## src/rtl/output_collector.sv

```systemverilog
// Collects the convolution core's output beats into a small FIFO and writes them
// to the output feature-map memory at channel-major addresses; flags done per run.
module output_collector #(
  parameter int DATA_WIDTH         = 16,
  parameter int FEATURE_MAP_WIDTH  = 128,
  parameter int FEATURE_MAP_HEIGHT = 128,
  parameter int OUTPUT_NB_CHANNELS = 64,
  parameter int FIFO_DEPTH         = 8
) (
  input  logic                                   clk,
  input  logic                                   arst_n,
  input  logic                                   start,
  input  logic [DATA_WIDTH-1:0]                  in_data,
  input  logic                                   in_valid,
  input  logic [$clog2(FEATURE_MAP_WIDTH)-1:0]   in_x,
  input  logic [$clog2(FEATURE_MAP_HEIGHT)-1:0]  in_y,
  input  logic [$clog2(OUTPUT_NB_CHANNELS)-1:0]  in_ch,
  output logic                                   mem_we,
  output logic [$clog2(FEATURE_MAP_WIDTH*FEATURE_MAP_HEIGHT*OUTPUT_NB_CHANNELS)-1:0] mem_addr,
  output logic [DATA_WIDTH-1:0]                  mem_wdata,
  input  logic                                   mem_ready,
  output logic                                   busy,
  output logic                                   done,
  output logic                                   overflow,
  output logic [$clog2(FIFO_DEPTH+1)-1:0]        fifo_count
);

  localparam int TOTAL   = FEATURE_MAP_WIDTH * FEATURE_MAP_HEIGHT * OUTPUT_NB_CHANNELS;
  localparam int ADDR_W  = $clog2(TOTAL);
  localparam int CNT_W   = $clog2(TOTAL + 1);
  localparam int PTR_W   = $clog2(FIFO_DEPTH);
  localparam int COUNT_W = $clog2(FIFO_DEPTH + 1);
  localparam int ENTRY_W = ADDR_W + DATA_WIDTH;

  localparam logic [CNT_W-1:0]   LAST_BEAT  = CNT_W'(TOTAL - 1);
  localparam logic [COUNT_W-1:0] FULL_COUNT = COUNT_W'(FIFO_DEPTH);

  localparam logic [1:0] ST_IDLE    = 2'd0;
  localparam logic [1:0] ST_COLLECT = 2'd1;
  localparam logic [1:0] ST_DRAIN   = 2'd2;
  localparam logic [1:0] ST_DONE    = 2'd3;

  logic [1:0]         state_q, state_d;
  logic [CNT_W-1:0]   beatCnt_q, beatCnt_d;
  logic               overflow_q, overflow_d;
  logic [PTR_W-1:0]   wrPtr_q, wrPtr_d;
  logic [PTR_W-1:0]   rdPtr_q, rdPtr_d;
  logic [COUNT_W-1:0] fifoCount_q, fifoCount_d;
  logic [ENTRY_W-1:0] fifoMem_q [FIFO_DEPTH];

  logic               fifoEmpty;
  logic               fifoFull;
  logic               beatIn;
  logic               popFire;
  logic               pushFire;
  logic               dropBeat;
  logic [ADDR_W-1:0]  entryAddr;
  logic [ENTRY_W-1:0] headEntry;

  assign entryAddr = (ADDR_W'(in_ch) * ADDR_W'(FEATURE_MAP_HEIGHT) + ADDR_W'(in_y))
                     * ADDR_W'(FEATURE_MAP_WIDTH) + ADDR_W'(in_x);

  // The core cannot stall: a full FIFO only drops a beat if nothing leaves this cycle.
  assign fifoEmpty = (fifoCount_q == '0);
  assign fifoFull  = (fifoCount_q == FULL_COUNT);
  assign beatIn    = (state_q == ST_COLLECT) && in_valid;
  assign popFire   = !fifoEmpty && mem_ready;
  assign pushFire  = beatIn && (!fifoFull || popFire);
  assign dropBeat  = beatIn && fifoFull && !popFire;

  always_comb begin
    wrPtr_d     = pushFire ? wrPtr_q + 1'b1 : wrPtr_q;
    rdPtr_d     = popFire ? rdPtr_q + 1'b1 : rdPtr_q;
    fifoCount_d = fifoCount_q;
    case ({pushFire, popFire})
      2'b10:   fifoCount_d = fifoCount_q + 1'b1;
      2'b01:   fifoCount_d = fifoCount_q - 1'b1;
      default: fifoCount_d = fifoCount_q;
    endcase
  end

  // Dropped beats still count so that a run always terminates.
  always_comb begin
    state_d    = state_q;
    beatCnt_d  = beatCnt_q;
    overflow_d = overflow_q;
    case (state_q)
      ST_IDLE, ST_DONE: begin
        if (start) begin
          state_d    = ST_COLLECT;
          beatCnt_d  = '0;
          overflow_d = 1'b0;
        end
      end
      ST_COLLECT: begin
        if (in_valid) begin
          beatCnt_d = beatCnt_q + 1'b1;
          if (dropBeat) begin
            overflow_d = 1'b1;
          end
          if (beatCnt_q == LAST_BEAT) begin
            state_d = ST_DRAIN;
          end
        end
      end
      ST_DRAIN: begin
        if (fifoEmpty) begin
          state_d = ST_DONE;
        end
      end
      default: state_d = ST_IDLE;
    endcase
  end

  always_ff @(posedge clk) begin
    if (!arst_n) begin
      state_q     <= ST_IDLE;
      beatCnt_q   <= '0;
      overflow_q  <= 1'b0;
      wrPtr_q     <= '0;
      rdPtr_q     <= '0;
      fifoCount_q <= '0;
    end else begin
      state_q     <= state_d;
      beatCnt_q   <= beatCnt_d;
      overflow_q  <= overflow_d;
      wrPtr_q     <= wrPtr_d;
      rdPtr_q     <= rdPtr_d;
      fifoCount_q <= fifoCount_d;
    end
  end

  always_ff @(posedge clk) begin
    if (pushFire) begin
      fifoMem_q[wrPtr_q] <= {entryAddr, in_data};
    end
  end

  assign headEntry = fifoMem_q[rdPtr_q];

  always_comb begin
    mem_we    = !fifoEmpty;
    mem_addr  = '0;
    mem_wdata = '0;
    if (!fifoEmpty) begin
      mem_addr  = headEntry[ENTRY_W-1:DATA_WIDTH];
      mem_wdata = headEntry[DATA_WIDTH-1:0];
    end
  end

  assign busy       = (state_q == ST_COLLECT) || (state_q == ST_DRAIN);
  assign done       = (state_q == ST_DONE);
  assign overflow   = overflow_q;
  assign fifo_count = fifoCount_q;

endmodule

```

## config.mk

```make
export PLATFORM = sky130hd
export DESIGN_NAME = output_collector
export DESIGN_NICKNAME = d
export VERILOG_FILES = /design/src/rtl/output_collector.sv
export SDC_FILE = /design/constraint.sdc
export NUM_CORES = 1
export LEC_CHECK = 0
export CAP_MARGIN = 10
export CORE_MARGIN = 2
export CORE_UTILIZATION = 45
export DETAILED_ROUTE_END_ITERATION = 7
export PLACE_DENSITY = 0.69
export SLEW_MARGIN = 20
export SYNTH_ARGS = -nofsm -noshare
export SYNTH_HDL_FRONTEND = slang
export SYNTH_SLANG_ARGS = --single-unit
```

## constraint.sdc

```tcl
create_clock -name clk -period 6 [get_ports clk]
set_input_delay 1.8 -clock clk [delete_from_list [all_inputs] [get_ports clk]]
set_output_delay 1.8 -clock clk [all_outputs]
set_load 0.05 [all_outputs]
```

# == Yosys cells after proc, flatten, opt, wreduce, memory -nomap -nowiden ==
# Memories as Yosys holds them, arrays and structs flattened. A register that Yosys moved wholly into a read port is not among the register bits.
# Cells that the tools add are included.
# op_classes
mul,0
shifts,0
mux,19
n_eq_ne,12
add_sub_neg,7
order_cmp,0
bitwise,0
div_mod_pow,0
reduce_logical,18
# op_table
cell,n
$mux 21,2
$pmux 21 s2,1
$add 21x1->21 const B,1
$eq 21x20->1 const B,1
$add 20x7->20,1
$mux 20,1
$mux 16,1
$add 13x7->13,1
$ne 2x2->1 const B,5
$mux 2,4
$pmux 4 s2,1
$reduce_and 4->1,2
$add 3x1->3 const B,2
$eq 2x2->1 const B,3
$mux 3,2
$pmux 2 s3,1
$logic_and 1x1->1,5
$mux 1,5
$add 4x1->4 const B,1
$eq 2x1->1 const B,2
$eq 4x4->1 const B,1
$logic_not 4->1,1
$reduce_bool 2->1,2
$sub 4x1->4 const B,1
6 further kinds,9
# word_totals
wordCells,63
latchBits,0
ff_bits,34
input_bits,41
output_inout_bits,44
ram_bits,288
rom_bits,0
n_memories,1
# mem_list
memory,words,width,read_ports,rd_clocked_by_memory_dff,write_ports,line,text
fifoMem_q,8,36,1,1,1,49,logic [ENTRY_W-1:0] fifoMem_q [FIFO_DEPTH];

# == Longest topological paths before layout ==
# Gate-level depths: netlist of the first run.
# depth
ltp_word,8
depth_mapped,9
mapped_depth_nobuf,9

# == Worst setup path after synthesis of the first run ==
# No wires, ideal clock.
# synth_path
path_type,input to register
start,in in_valid
end,"mem fifoMem_q[0][0] (netlist name), enable pin"
stages,3
path_buffers,0
setup_ns,0.519
t_arrival_ns,5.664
required_time_ns,5.481
slack_ns,-0.183
cell_sequence,and2_0 o21ai_1 nor4_1
# synth_via
elab_chain_len,4
# synth_lines
item,line,text
"start, declared",14,"input logic in_valid,"
$logic_and 1x1->1,66,assign beatIn = (state_q == ST_COLLECT) && in_valid;
$logic_and 1x1->1,68,assign pushFire = beatIn && (!fifoFull || popFire);
$mux 1,134,if (pushFire) begin
$mux 1 (implied by the code),135,"fifoMem_q[wrPtr_q] <= {entryAddr, in_data};"
"end, declared",49,
# Every way passes these cells.

==> out/qor.csv, run 1 <==
stage;metric;value;unit
yosys;synthCells;699;
timing;timing.slew.headroom;0.292;
global_route;grt_overflow_total;0;
run_status;status;completed;
placed_design;dp_hpwl;14000;um
route;drt_wl_total;25000;um
clocking;path_clk_slew;0.06;ns
floorplanning;ios;85;
global_route;grt.total_usage;0.168;
global_route;antenna_found_initial;1;
pwr;p_comb_frac;0.309;
pwr;power_leakage;4.77;nW
yosys;syn_area_per_cell;18.4;um^2
route;drt-initial-drc-count;496;
clocking;cts_made_buffers;34;
floorplanning;start_util;0.460;
global_route;grt_max_degree;38;
clocking;cts.sinks;325;
pwr;switching_power;2.20;mW
pwr;powerDensity;439;mW/mm^2
hold_path;min_path_type;flop to flop;
timing;period_needed;4.98;ns
cells_and_area;instances_no_fill;1204;
placed_design;post-place-cells;1143;
run;cap_viol_max_count;0;
setup_path;crit_required;4.20;ns
cells_and_area;n_fill_cell;2183;
timing;hold-worst-slack;0.478;ns
route;postRouteAntennaNets;0;
timing;finalWorstSetupSlack;1.02;ns
timing;fin_tns_setup;0;ns
yosys;synth_simple_gate_area_frac;0.0640;
timing;rsz0062_at_grt;no;
cells_and_area;final_util;0.547;
yosys;synth_top_family_by_area;multiplexers;
clocking;clock_path_buffers;3;
setup_path;arrival;3.18;ns
timing;final-setup-viol-count;0;
pwr;ir_drop;0.326;mV
clocking;post_cts_buffers;0;
floorplanning;design.die.area;0.0300;mm^2
pwr;pwr-share-seq;0.398;
floorplanning;die_y;173;um
cells_and_area;mostFrequentLayoutCell;edfxtp_1;
clocking;cts_tree;built;
cells_and_area;area_delta_synth_final;18.9;%
yosys;synth.distinct_cells;50;
clocking;htree_levels;2;
route;dr.pass1.iters;6;
yosys;synthXorXnorAreaFrac;0.00476;
timing;fin_crit_sh;0.831;
timing;maxSlewViolCount;0;
pwr;clkPwrFrac;0.293;
setup_path;end_kind;output port;
cells_and_area;final_cell_mix;edfxtp_1 (288), clkdlybuf4s50_1 (84), mux4_2 (72), nor2_1 (52), mux2i_1 (47);
setup_path;critPathMaxFanout;33;
route;wl_per_cell;20.7;um
floorplanning;rows;61;
yosys;syn-num-nets;747;
route;vias;6577;
pwr;switching_share;0.327;
placed_design;pre_cts_ws;1.50;ns
setup_path;crit_chain;buf_12, mux4_2, mux2i_1, nor2_1, clkdlybuf4s50_1;
clocking;cts_resized;0;
setup_path;worstSetupPathType;flop to output port;
yosys;synth_area;0.0129;mm^2
setup_path;cp_slowest_cell;dfxtp_4;
global_route;grt_pass1_vias;6745;
yosys;synth_mux_area_frac;0.162;
yosys;synth_compound_area_frac;0.0191;
clocking;cts_root_buffer;clkbuf_16;
route;via_per_inst;5.46;
timing;finalHoldViolCount;0;
floorplanning;core;0.0280;mm^2
clocking;cts_hold_buf;0;
cells_and_area;antennaDiodeCount;0;
yosys;synth-adder-area-share;0.00680;
yosys;synth.ff_latch_count;325;
cells_and_area;final_nets;849;
route;drcViolationCount;0;
setup_path;start_kind;flop;
timing;tightest_slew;1.05;ns
timing;clock_skew;0.00765;ns
placed_design;place.gp.congestion;0.724;
floorplanning;die_w;173;um
cells_and_area;drive_gt1_frac;0.180;
pwr;p_int;4.53;mW
yosys;yosysWarnings;0;
placed_design;io_buffers;84;
global_route;grt_pass1_wl;38800;um
clocking;clock_latency;0.50;ns
timing;max_clock_freq;201;MHz
yosys;seq_area_frac_synth;0.729;
setup_path;slowest_delay;0.75;ns
[power by group through the flow]
stage	clock, mW	combinational (mW)	sequential [mW]
after global routing	2.10	2.21	2.70
after floorplan	0	1.52	2.68
after detailed placement	0	2.11	2.73
after global placement	0	2.09	2.73
final	1.97	2.08	2.68
after CTS	2.02	2.11	2.68
[per-layer routing]
metal  global-route usage  wire [um]  vias to the layer above
li1                     -          -                     3022
met1                0.234      11100                     3362
met2                0.273      12200                      153
met3               0.0300       1160                       38
met4               0.0477        457                        2
met5                    0         13                        -
[sequential cells by signal (all words and copies together), names as in the netlist, named ones only]
signal	flops
rdPtr_q	3
fifoMem_q	288
state_q	2
beatCnt_q	21
fifo_count	4
overflow	1
wrPtr_q	3
[Yosys cell counts (all sizes together)]
| cell | instances | area [um^2] |
|---|---|---|
| o41ai | 2 | 17.5 |
| or4 | 5 | 41.3 |
| o31ai | 3 | 22.5 |
| and2 | 2 | 12.5 |
| xnor2 | 4 | 35.0 |
| and4 | 2 | 17.5 |
| and3 | 5 | 31.3 |
| nor4b | 1 | 8.76 |
| a31oi | 2 | 12.5 |
| nand4b | 1 | 8.76 |
| edfxtp | 288 | 8650 |
| o21ai | 7 | 35.0 |
| and3b | 1 | 8.76 |
| or3 | 11 | 73.8 |
| mux2i | 47 | 470 |
| o21a | 1 | 7.51 |
| inv | 10 | 40.0 |
| nor4bb | 1 | 10.0 |
| nor4 | 6 | 37.5 |
| o221ai | 1 | 8.76 |
| nand3 | 12 | 60.1 |
| nor2b | 3 | 18.8 |
| ha | 7 | 87.6 |
| dfxtp | 37 | 741 |
| buf | 16 | 78.8 |
| a2111oi | 1 | 8.76 |
| or2 | 1 | 6.26 |
| nor3b | 2 | 15.0 |
| xor2 | 3 | 26.3 |
| o31a | 1 | 8.76 |
| a311o | 2 | 20.0 |
| nand4 | 8 | 56.3 |
| nor2 | 56 | 226 |
| nand2 | 26 | 97.6 |
| a32o | 1 | 10.0 |
| nor3 | 10 | 50.1 |
| nand2b | 7 | 43.8 |
| clkbuf | 18 | 67.6 |
| a211oi | 1 | 20.0 |
| mux4 | 72 | 1620 |
| a21oi | 15 | 75.1 |
[metrics by stage]
stage	power (mW)	instance area (um^2)
6_report	6.73	15300
5_1_grt	7.02	15300
4_1_cts	6.82	15300
3_5_place_dp	4.84	14300
3_3_place_gp	4.82	14300
2_1_floorplan	4.19	12900
[area by class of cell]
cell class | count | area [um^2] | share of cell area
clock buffer | 45 | 913 | 0.0596
clock inverter | 16 | 130 | 0.00849
inverter | 10 | 40.0 | 0.00261
multi-input combinational | 330 | 3370 | 0.220
sequential | 325 | 9400 | 0.613
tap | 378 | 473 | 0.0309
timing repair buffer | 100 | 998 | 0.0652
[critical path, delay by kind of cell, from the launching register on]
family | cells | cell delay [ns]
buf+inv | 2 | 1.10
simple gates | 1 | 0.08
flops | 1 | 0.75
mux | 2 | 0.72
[final timing paths]
kind / start / cells past startpoint / slack (ns) / to
worst min-delay path: overflow$_SDFFE_PN0P_ / 2 / 0.48 / overflow$_SDFFE_PN0P_
worst max register to register: state_q[0]$_SDFFE_PN0P_ / 6 / 3.25 / fifoMem_q[7][17]$_DFFE_PP_
worst max-delay path: flop / 5 / 1.02 / mem_addr[18]
worst min register to register: overflow$_SDFFE_PN0P_ / 2 / 0.48 / overflow$_SDFFE_PN0P_
[kinds of logic after synthesis]
family / Yosys count
mux: 119
xor+xnor: 7
buf+inv: 44
compound gates: 37
flops: 325
simple gates: 160
fa+ha+maj: 7
Note: power is estimated with default switching activity, not from simulation.
==> run 2: changes to the inputs <==
--- a/config.mk
+++ b/config.mk
@@ -9,7 +9,7 @@
 export CORE_MARGIN = 2
 export CORE_UTILIZATION = 45
 export DETAILED_ROUTE_END_ITERATION = 7
-export PLACE_DENSITY = 0.69
+export PLACE_DENSITY = 0.66
 export SLEW_MARGIN = 20
 export SYNTH_ARGS = -nofsm -noshare
 export SYNTH_HDL_FRONTEND = slang
==> constraint.sdc (replaced) <==
create_clock -name clk -period 4.8 [get_ports clk]
set_input_delay 1.44 -clock clk [delete_from_list [all_inputs] [get_ports clk]]
set_output_delay 1.44 -clock clk [all_outputs]
set_load 0.05 [all_outputs]
==> run 2 against run 1 <==
  * First-iteration DRC count is 2.8% higher
  * Critical path depth stayed put
  * Hold slack improved by 0.016 ns
  * Routed wire length rose by 5.1%
  * Setup slack lost 0.70 ns
  * Register-to-register slack lost 1.1 ns
  * Combinational power up 28%
  * Total power rose by 26%
  * Final area increased by 0.28%
  * Critical path type unchanged
  * Largest cell class unchanged
==> out/qor.csv, run 2 (synthesis gave the netlist of run 1 again) <==
stage;metric;value;unit;change
setup_path;critPathMaxFanout;32;;was 33
global_route;grt_use_met2;0.310;;was 0.273
clocking;htree_levels;2;;unchanged
global_route;grt_pass1_vias;7273;;was 6745
setup_path;start_kind;flop;;unchanged
clocking;cts_made_buffers;34;;unchanged
cells_and_area;final_nets;848;;was 849
floorplanning;rows;61;;unchanged
cells_and_area;largest-register;fifoMem_q;;unchanged
cells_and_area;n_fill_cell;2136;;was 2183
cells_and_area;mostFrequentLayoutCell;edfxtp_1;;unchanged
clocking;cts_resized;0;;unchanged
run;cap_viol_max_count;0;;unchanged
placed_design;io_buffers;84;;unchanged
cells_and_area;drive_gt1_frac;0.182;;was 0.180
global_route;grt_max_degree;42;;was 38
route;drt_wl_total;26200;um;was 25000 um
route;postRouteAntennaNets;0;;unchanged
setup_path;r2r-start;state_q[1]$_SDFFE_PN0P_;;was state_q[0]$_SDFFE_PN0P_
cells_and_area;regArea;0.00940;mm^2;unchanged
cells_and_area;instances_no_fill;1203;;was 1204
setup_path;crit_chain;buf_12, mux4_2, mux2i_1, nor2_1, clkdlybuf4s50_1;;unchanged
timing;final-setup-viol-count;0;;unchanged
timing;fin_crit_sh;0.935;;
setup_path;worst-path-stages;5;;unchanged
global_route;grt.total_usage;0.178;;was 0.168
floorplanning;die_y;173;um;unchanged
global_route;antenna_found_initial;2;;was 1
route;wl_per_cell;21.8;um;was 20.7 um
global_route;grt_overflow_total;0;;unchanged
route;drcViolationCount;0;;unchanged
pwr;powerDensity;552;mW/mm^2;was 439 mW/mm^2
setup_path;rr_endpoint;fifoMem_q[2][11]$_DFFE_PP_;;was fifoMem_q[7][17]$_DFFE_PP_
cells_and_area;largest_register_ffs;288;;unchanged
timing;rsz0062_at_grt;no;;unchanged
global_route;met3_usage;0.0377;;was 0.0300
setup_path;cpLargestDelayFamily;buffers and inverters;;unchanged
setup_path;r2r_slack;2.18;ns;was 3.25 ns
timing;max_clock_freq;223;MHz;
route;vias;6748;;was 6577
cells_and_area;multi_input_area;0.00338;mm^2;was 0.00337 mm^2
setup_path;reg2reg_depth;6;;unchanged
cells_and_area;fin_area;0.0154;mm^2;was 0.0153 mm^2
placed_design;dp_hpwl;14600;um;was 14000 um
pwr;ir_drop;0.211;mV;was 0.326 mV
floorplanning;design.die.area;0.0300;mm^2;unchanged
timing;tightest_slew;0.978;ns;was 1.05 ns
floorplanning;ios;85;;unchanged
setup_path;path_buf_inv;2;;unchanged
timing;timing.slew.headroom;0.339;;was 0.292
setup_path;crit_required;3.36;ns;was 4.20 ns
floorplanning;core;0.0280;mm^2;unchanged
clocking;cts_tree;built;;unchanged
timing;finalHoldViolCount;0;;unchanged
placed_design;post-place-cells;1142;;was 1143
clocking;cts_hold_buf;0;;unchanged
setup_path;worstSetupPathType;flop to output port;;unchanged
clocking;cts.sinks;325;;unchanged
clocking;path_clk_slew;0.06;ns;about the same
setup_path;critPathCapture;mem_addr[12];;was mem_addr[18]
timing;period_needed;4.49;ns;
route;via_per_inst;5.61;;was 5.46
clocking;post_cts_buffers;0;;unchanged
clocking;clock_path_buffers;3;;unchanged
timing;maxSlewViolCount;0;;unchanged
pwr;power_leakage;4.77;nW;about the same
setup_path;slowest_delay;0.74;ns;was 0.75 ns
setup_path;arrival;3.05;ns;was 3.18 ns
setup_path;end_kind;output port;;unchanged
run_status;status;completed;;unchanged
placed_design;place.gp.congestion;0.795;;was 0.724
route;dr.pass1.iters;5;;was 6
cells_and_area;area_delta_synth_final;19.2;%;was 18.9%
placed_design;place_area;0.0143;mm^2;about the same
timing;clock_skew;0.0169;ns;was 0.00765 ns
clocking;clock_latency;0.51;ns;was 0.50 ns
global_route;busiest_layer;met2;;unchanged
global_route;use_met1;0.223;;was 0.234
floorplanning;start_util;0.460;;unchanged
hold_path;min_path_type;flop to flop;;unchanged
clocking;cts_root_buffer;clkbuf_16;;unchanged
setup_path;cp_slowest_cell;clkdlybuf4s50_1;;was dfxtp_4
floorplanning;die_w;173;um;unchanged
cells_and_area;final_cell_mix;edfxtp_1 (288), clkdlybuf4s50_1 (84), mux4_2 (72), nor2_1 (52), mux2i_1 (47);;unchanged
route;drt-initial-drc-count;510;;was 496
global_route;grt_pass1_wl;41200;um;was 38800 um
-- run 2: cell count changes in the layout (fill, tap and decap cells not counted), sizes merged --
cell      before  now
buf           16   15
diode          0    1
clkbuf        45   44
clkinvlp       1    2
bufinv         2    1
-- run 2: final cells by class --
type | instances | area share
repair buffers | 99 | 0.0661
multi-input cells | 330 | 0.220
flip-flops and latches | 325 | 0.612
inverters | 10 | 0.00261
clock buffers | 44 | 0.0620
diodes | 1 | 0.000163
well taps | 378 | 0.0308
clock inverters | 16 | 0.00700
-- run 2: power breakdown --
group / internal [mW] / switching [mW]
clock network: 1.46 / 1.03
logic: 1.02 / 1.64
registers: 3.20 / 0.131
-- run 2: metrics by stage --
step | total power [mW] | setup TNS, ns | hold WS (ns) | setup slack [ns] | util
after floorplan | 5.24 | -8.65 | 0.446 | -0.0801 | -
after global placement | 6.04 | 0 | 0.458 | 0.816 | 0.511
after detailed placement | 6.08 | 0 | 0.471 | 0.780 | 0.511
after CTS | 8.57 | 0 | 0.496 | 0.225 | 0.548
after global routing | 8.82 | 0 | 0.511 | 0.160 | 0.549
final | 8.48 | 0 | 0.493 | 0.313 | 0.549
-- run 2: worst reg2reg max path, cell delays in order, from the launching register on --
cell and delay, ns:
dfxtp_1 0.35, inv_1 0.07, ha_1 0.30, and2_0 0.34
o21ai_1 0.33, nor3_2 0.26, buf_4 0.56
-- run 2: worst min-delay path by stage --
| stage | start | end | slack [ns] | depth (start not counted) |
|---|---|---|---|---|
| after global placement | beatCnt_q[10]$_SDFFE_PN0P_ | beatCnt_q[10]$_SDFFE_PN0P_ | 0.46 | 2 |
| after detailed placement | rdPtr_q[1]$_SDFFE_PN0P_ | flop | 0.47 | 2 |
| after floorplan | beatCnt_q[10]$_SDFFE_PN0P_ | beatCnt_q[10]$_SDFFE_PN0P_ | 0.45 | 2 |
| after global routing | rdPtr_q[1]$_SDFFE_PN0P_ | flop | 0.51 | 2 |
| after CTS | rdPtr_q[1]$_SDFFE_PN0P_ | flop | 0.50 | 2 |
| final | beatCnt_q[7]$_SDFFE_PN0P_ | beatCnt_q[7]$_SDFFE_PN0P_ | 0.49 | 2 |
-- run 2: metal layers --
| metal | routed length [um] | share of wire |
|---|---|---|
| met1 | 10800 | 0.41 |
| met2 | 13500 | 0.52 |
| met3 | 1270 | 0.048 |
| met4 | 605 | 0.023 |
| met5 | 11 | 0.00042 |
==> run 3: changes to the inputs <==
--- a/config.mk
+++ b/config.mk
@@ -9,6 +9,7 @@
 export CORE_MARGIN = 2
 export CORE_UTILIZATION = 45
 export DETAILED_ROUTE_END_ITERATION = 7
+export HOLD_SLACK_MARGIN = 0.12
 export PLACE_DENSITY = 0.66
 export SLEW_MARGIN = 20
 export SYNTH_ARGS = -nofsm -noshare
==> results of run 3 <==
Same layout as run 2: the final DEF is identical, and so are final timing and power.
==> RTL change 1, RTL diff (settings of run 1) <==
Change the parameter `FEATURE_MAP_WIDTH` from 128 to 512.
--- a/src/rtl/output_collector.sv
+++ b/src/rtl/output_collector.sv
@@ -2,7 +2,7 @@
 // to the output feature-map memory at channel-major addresses; flags done per run.
 module output_collector #(
   parameter int DATA_WIDTH         = 16,
-  parameter int FEATURE_MAP_WIDTH  = 128,
+  parameter int FEATURE_MAP_WIDTH  = 512,
   parameter int FEATURE_MAP_HEIGHT = 128,
   parameter int OUTPUT_NB_CHANNELS = 64,
   parameter int FIFO_DEPTH         = 8
Interface: changed (resized in_x and mem_addr); port bits go from 85 to 89. No check against the original RTL was run, so the function may have changed too.
==> RTL change 1 against run 1 <==
Power down 1.7%. Worst setup slack worse by 0.026 ns. Wire length up 2.9%. Design area up 4.4%. Sequential cell count up 18. Synthesized cell count up 5.0%. Worst hold slack worse by 0.0061 ns. Synthesized area up 5.0%.
==> RTL change 1: results (changes against run 1) <==
outcome -> complete, no violations
cells after synthesis -> 734 (+5.0%)
hold path start -> rdPtr_q[1]
clock skew -> 0.0205 ns (+0.0129 ns)
largest net degree at the start of global routing -> 45 (+18%)
met3 Use GR -> 0.0311 (+0.00102)
WP data arrival -> 3.21 ns (+0.03 ns)
syn nets -> 784 (+5.0%)
commonest cells in the netlist -> edfxtp_1 (304), mux4_2 (76), nor2_1 (57), mux2i_1 (40), dfxtp_1 (39)
Nets -> 886 (+4.4%)
Seq/Total Area, Yosys -> 0.732 (+0.00350)
worst reg2reg path depth -> 7 (+1)
Leak Pwr -> 4.84 nW (+1.5%)
met2 usage -> 0.270 (-0.00264)
Avg WL per Cell -> 20.5 um (-1.0%)
worst rel slew slack -> 0.405 (+0.112)
RePlAce Congestion -> 0.736 (+1.6%)
Placed Instances -> 1190 (+4.1%)
CP max FO -> 32 (-3.0%)
M1 GR Usage -> 0.233 (-0.00148)
wire length of the first global-routing pass -> 39900 um (+2.8%)
via count -> 6926 (+5.3%)
slowest stage delay, CP -> 0.78 ns (+0.03 ns)
Clk Latency, worst-skew pair -> 0.52 ns (+0.02 ns)
Port-buffer cells -> 88 (+4.8%)
Max rail drop VDD -> 303 uV (-7.3%)
Routed WL -> 25700 um (+2.9%)
==> RTL change 1: cell count changes after synthesis, moves of 5 or more <==
cell / change
o31ai_1: +10
mux2i_1: -7
or3_1: -5
or4_1: +8
edfxtp_1: +16
a21oi_1: +7
==> RTL change 1: per-layer routing <==
| layer | part of all wire | wire [um] |
|---|---|---|
| met5 | 0 | 0 |
| met4 | 0.018 | 463 |
| met3 | 0.047 | 1220 |
| met2 | 0.49 | 12700 |
| met1 | 0.44 | 11400 |
==> RTL change 1: final cells by class <==
cell class	instances	area, um^2
Clock inverter	17	126
Timing Repair Buffer	105	1020
Inverter	8	30.0
Fill cell	2393	13600
Clock buffer	44	920
Sequential cell	343	9920
Tap cell	390	488
Multi-Input combinational cell	344	3490
Antenna cell	1	2.50
==> RTL change 1: worst max path at each step <==
stage / from / end / slack (ns) / depth (start not counted)
floorplan: in_valid / fifoMem_q[4][0] / 0.60 / 4
global placement: register / mem_wdata[12] / 1.41 / 5
detailed placement: register / mem_wdata[10] / 1.41 / 5
CTS: register / mem_wdata[10] / 0.85 / 5
global route: register / mem_wdata[10] / 0.76 / 5
finish: register / mem_wdata[10] / 0.99 / 5
==> RTL change 1: tightest hold or removal path: stages (launching register included) <==
cell,delay (ns)
dfxtp_1,0.31
nand2_1,0.05
a21oi_1,0.07
==> RTL change 1: per-stage QoR <==
| step | util | hold slack [ns] | worst slack (ns) | area, um^2 |
|---|---|---|---|---|
| floorplan | - | 0.447 | 0.602 | 13500 |
| detailed placement | 0.504 | 0.465 | 1.41 | 15000 |
| CTS | 0.540 | 0.475 | 0.855 | 16000 |
| global route | 0.540 | 0.495 | 0.762 | 16000 |
| global placement | 0.504 | 0.460 | 1.41 | 15000 |
| finish | 0.540 | 0.472 | 0.990 | 16000 |
==> RTL change 1: logic make-up (layout without fill, tap and decap cells) <==
group,after synthesis,count (layout),synth area share
compound gates,57,57,0.0268
xor+xnor,9,9,0.00582
fa+ha+maj,7,7,0.00647
buf+inv,47,174,0.0146
flops,343,343,0.732
mux,118,118,0.158
other cells,0,1,0
simple gates,153,153,0.0564
==> RTL change 1: report_power, final <==
part	total [W]	switching [W]	internal, W
sequential	0.00279	0.000106	0.00268
clock	0.00198	0.000847	0.00113
combinational	0.00186	0.00114	0.000711
total	0.00662	0.00210	0.00452
==> RTL change 2, RTL diff (settings of run 1) <==
Without the edit above. Compare `beatCnt_q` against `LAST_BEAT` with >= in place of ==.
--- a/src/rtl/output_collector.sv
+++ b/src/rtl/output_collector.sv
@@ -98,7 +98,7 @@
           if (dropBeat) begin
             overflow_d = 1'b1;
           end
-          if (beatCnt_q == LAST_BEAT) begin
+          if (beatCnt_q >= LAST_BEAT) begin
             state_d = ST_DRAIN;
           end
         end
Function: same outputs for any inputs over 4 cycles, from zero or initial values and one cycle with arst_n low; that may be too few to reach the edited logic, so the function may still have changed.
==> RTL change 2 against run 1 <==
Wire length down 2.4%. Fmax decreased by 2.0%. Power shrank 0.84%. Design area decreased by 0.56%. Worst setup slack got worse by 0.10 ns. Sequential cell count is the same. Synthesized area decreased by 0.86%. Global-route usage is 0.23 points higher. Critical path depth unchanged. Sequential power hardly changed. Non-clock buffer count is the same. Highest routed layer is now met4.
==> RTL change 2: results (changes against run 1) <==
outcome -> complete, no violations
final hold slack -> 0.510 ns (+0.0325 ns)
M1 GR Usage -> 0.231 (-0.00324)
met3 WL -> 1360 um (+17%)
Post-DP Area -> 14100 um^2 (-0.90%)
clock skew -> 0.0246 ns (+0.0170 ns)
wire length of the first global-routing pass -> 38000 um (-1.9%)
Power, Total -> 0.00668 W (-0.84%)
met3 Use GR -> 0.0316 (+0.00154)
Reg2Reg Setup Slack -> 2.92 ns (-0.33 ns)
final std cells w/o fill -> 1179 (-2.1%)
Slew @ Worst Pin -> 1.08 ns (+0.0302 ns)
commonest cells in the netlist -> edfxtp_1 (288), mux4_2 (72), nor2_1 (66), mux2i_1 (41), dfxtp_1 (37)
DRT met1 WL -> 10500 um (-5.9%)
Avg WL per Cell -> 20.7 um (-0.31%)
Max rail drop VDD -> 312 uV (-4.4%)
RePlAce Congestion -> 0.802 (+11%)
Comb. pwr -> 0.00196 W (-6%)
WP data arrival -> 3.29 ns (+0.11 ns)
met2 usage -> 0.286 (+0.0134)
antenna violations before repair -> 0 (-1)
vias in the first global route -> 6706 (-0.58%)
DRT iter0 DRCs -> 558 (+13%)
Leak Pwr -> 4.75 nW (-0.38%)
ranking of synthesized cells by area -> edfxtp_1 (68%), mux4_2 (13%), dfxtp_1 (5.8%)
ANT cells -> 0 (unchanged)
Placed Instances -> 1118 (-2.2%)
sequential share of power -> 0.403 (+0.005)
CP max FO -> 42 (+27%)
top sig layer -> met4
Avg Cell Area, Syn -> 19.0 um^2 (+3.0%)
Overall Global Routing Usage -> 0.170 (+0.00234)
via count -> 6396 (-2.8%)
metal2 WL -> 12200 um (-0.34%)
Clock Tree Buf Depth -> 3 (unchanged)
Yosys cell types -> 44 (-12%)
largest net degree at the start of global routing -> 73 (+92%)
post-detail-place hpwl -> 14800 um (+5.9%)
DRT Pass-1 Iters -> 5 (-1)
Nets -> 825 (-2.8%)
Biggest register -> fifoMem_q
P_sw -> 0.00214 W (-2.9%)
syn nets -> 721 (-3.5%)
total CTS buffers -> 35 (+2.9%)
slowest stage delay, CP -> 0.93 ns (+0.18 ns)
share of layout cells above drive strength 1 -> 0.194 (+0.0131)
post-route minimum period -> 5.09 ns (+0.102 ns)
[RTL change 2: final cells by class]
type                            instances  area [um^2]
Sequential cell                       325         9400
Multi-Input combinational cell        308         3280
Clock buffer                           46          948
Timing Repair Buffer                  100          973
Tap cell                              378          473
Clock inverter                         15          139
Inverter                                7         26.3
Fill cell                            2086        12600
[RTL change 2: kinds of logic (layout without fill, tap and decap cells)]
family,count (synthesis),after routing,synth area share
buf+inv,40,168,0.0127
compound gates,21,21,0.0132
simple gates,142,142,0.0561
mux,113,113,0.159
xor+xnor,25,25,0.0171
flops,325,325,0.735
fa+ha+maj,7,7,0.00686
[RTL change 2: final timing paths]
check / startpoint / end / cells past startpoint
max reg2reg: state_q[1] / fifoMem_q[2][15] / 7
max: register / mem_addr[1] / 5
min reg2reg: rdPtr_q[1] / register / 2
min: rdPtr_q[1] / register / 2
[RTL change 2: worst max-delay path, delay by kind of cell (launching register included)]
family        cells  cell delay (ns)
mux               2             0.70
simple gates      1             0.05
buf+inv           2             1.07
flops             1             0.93
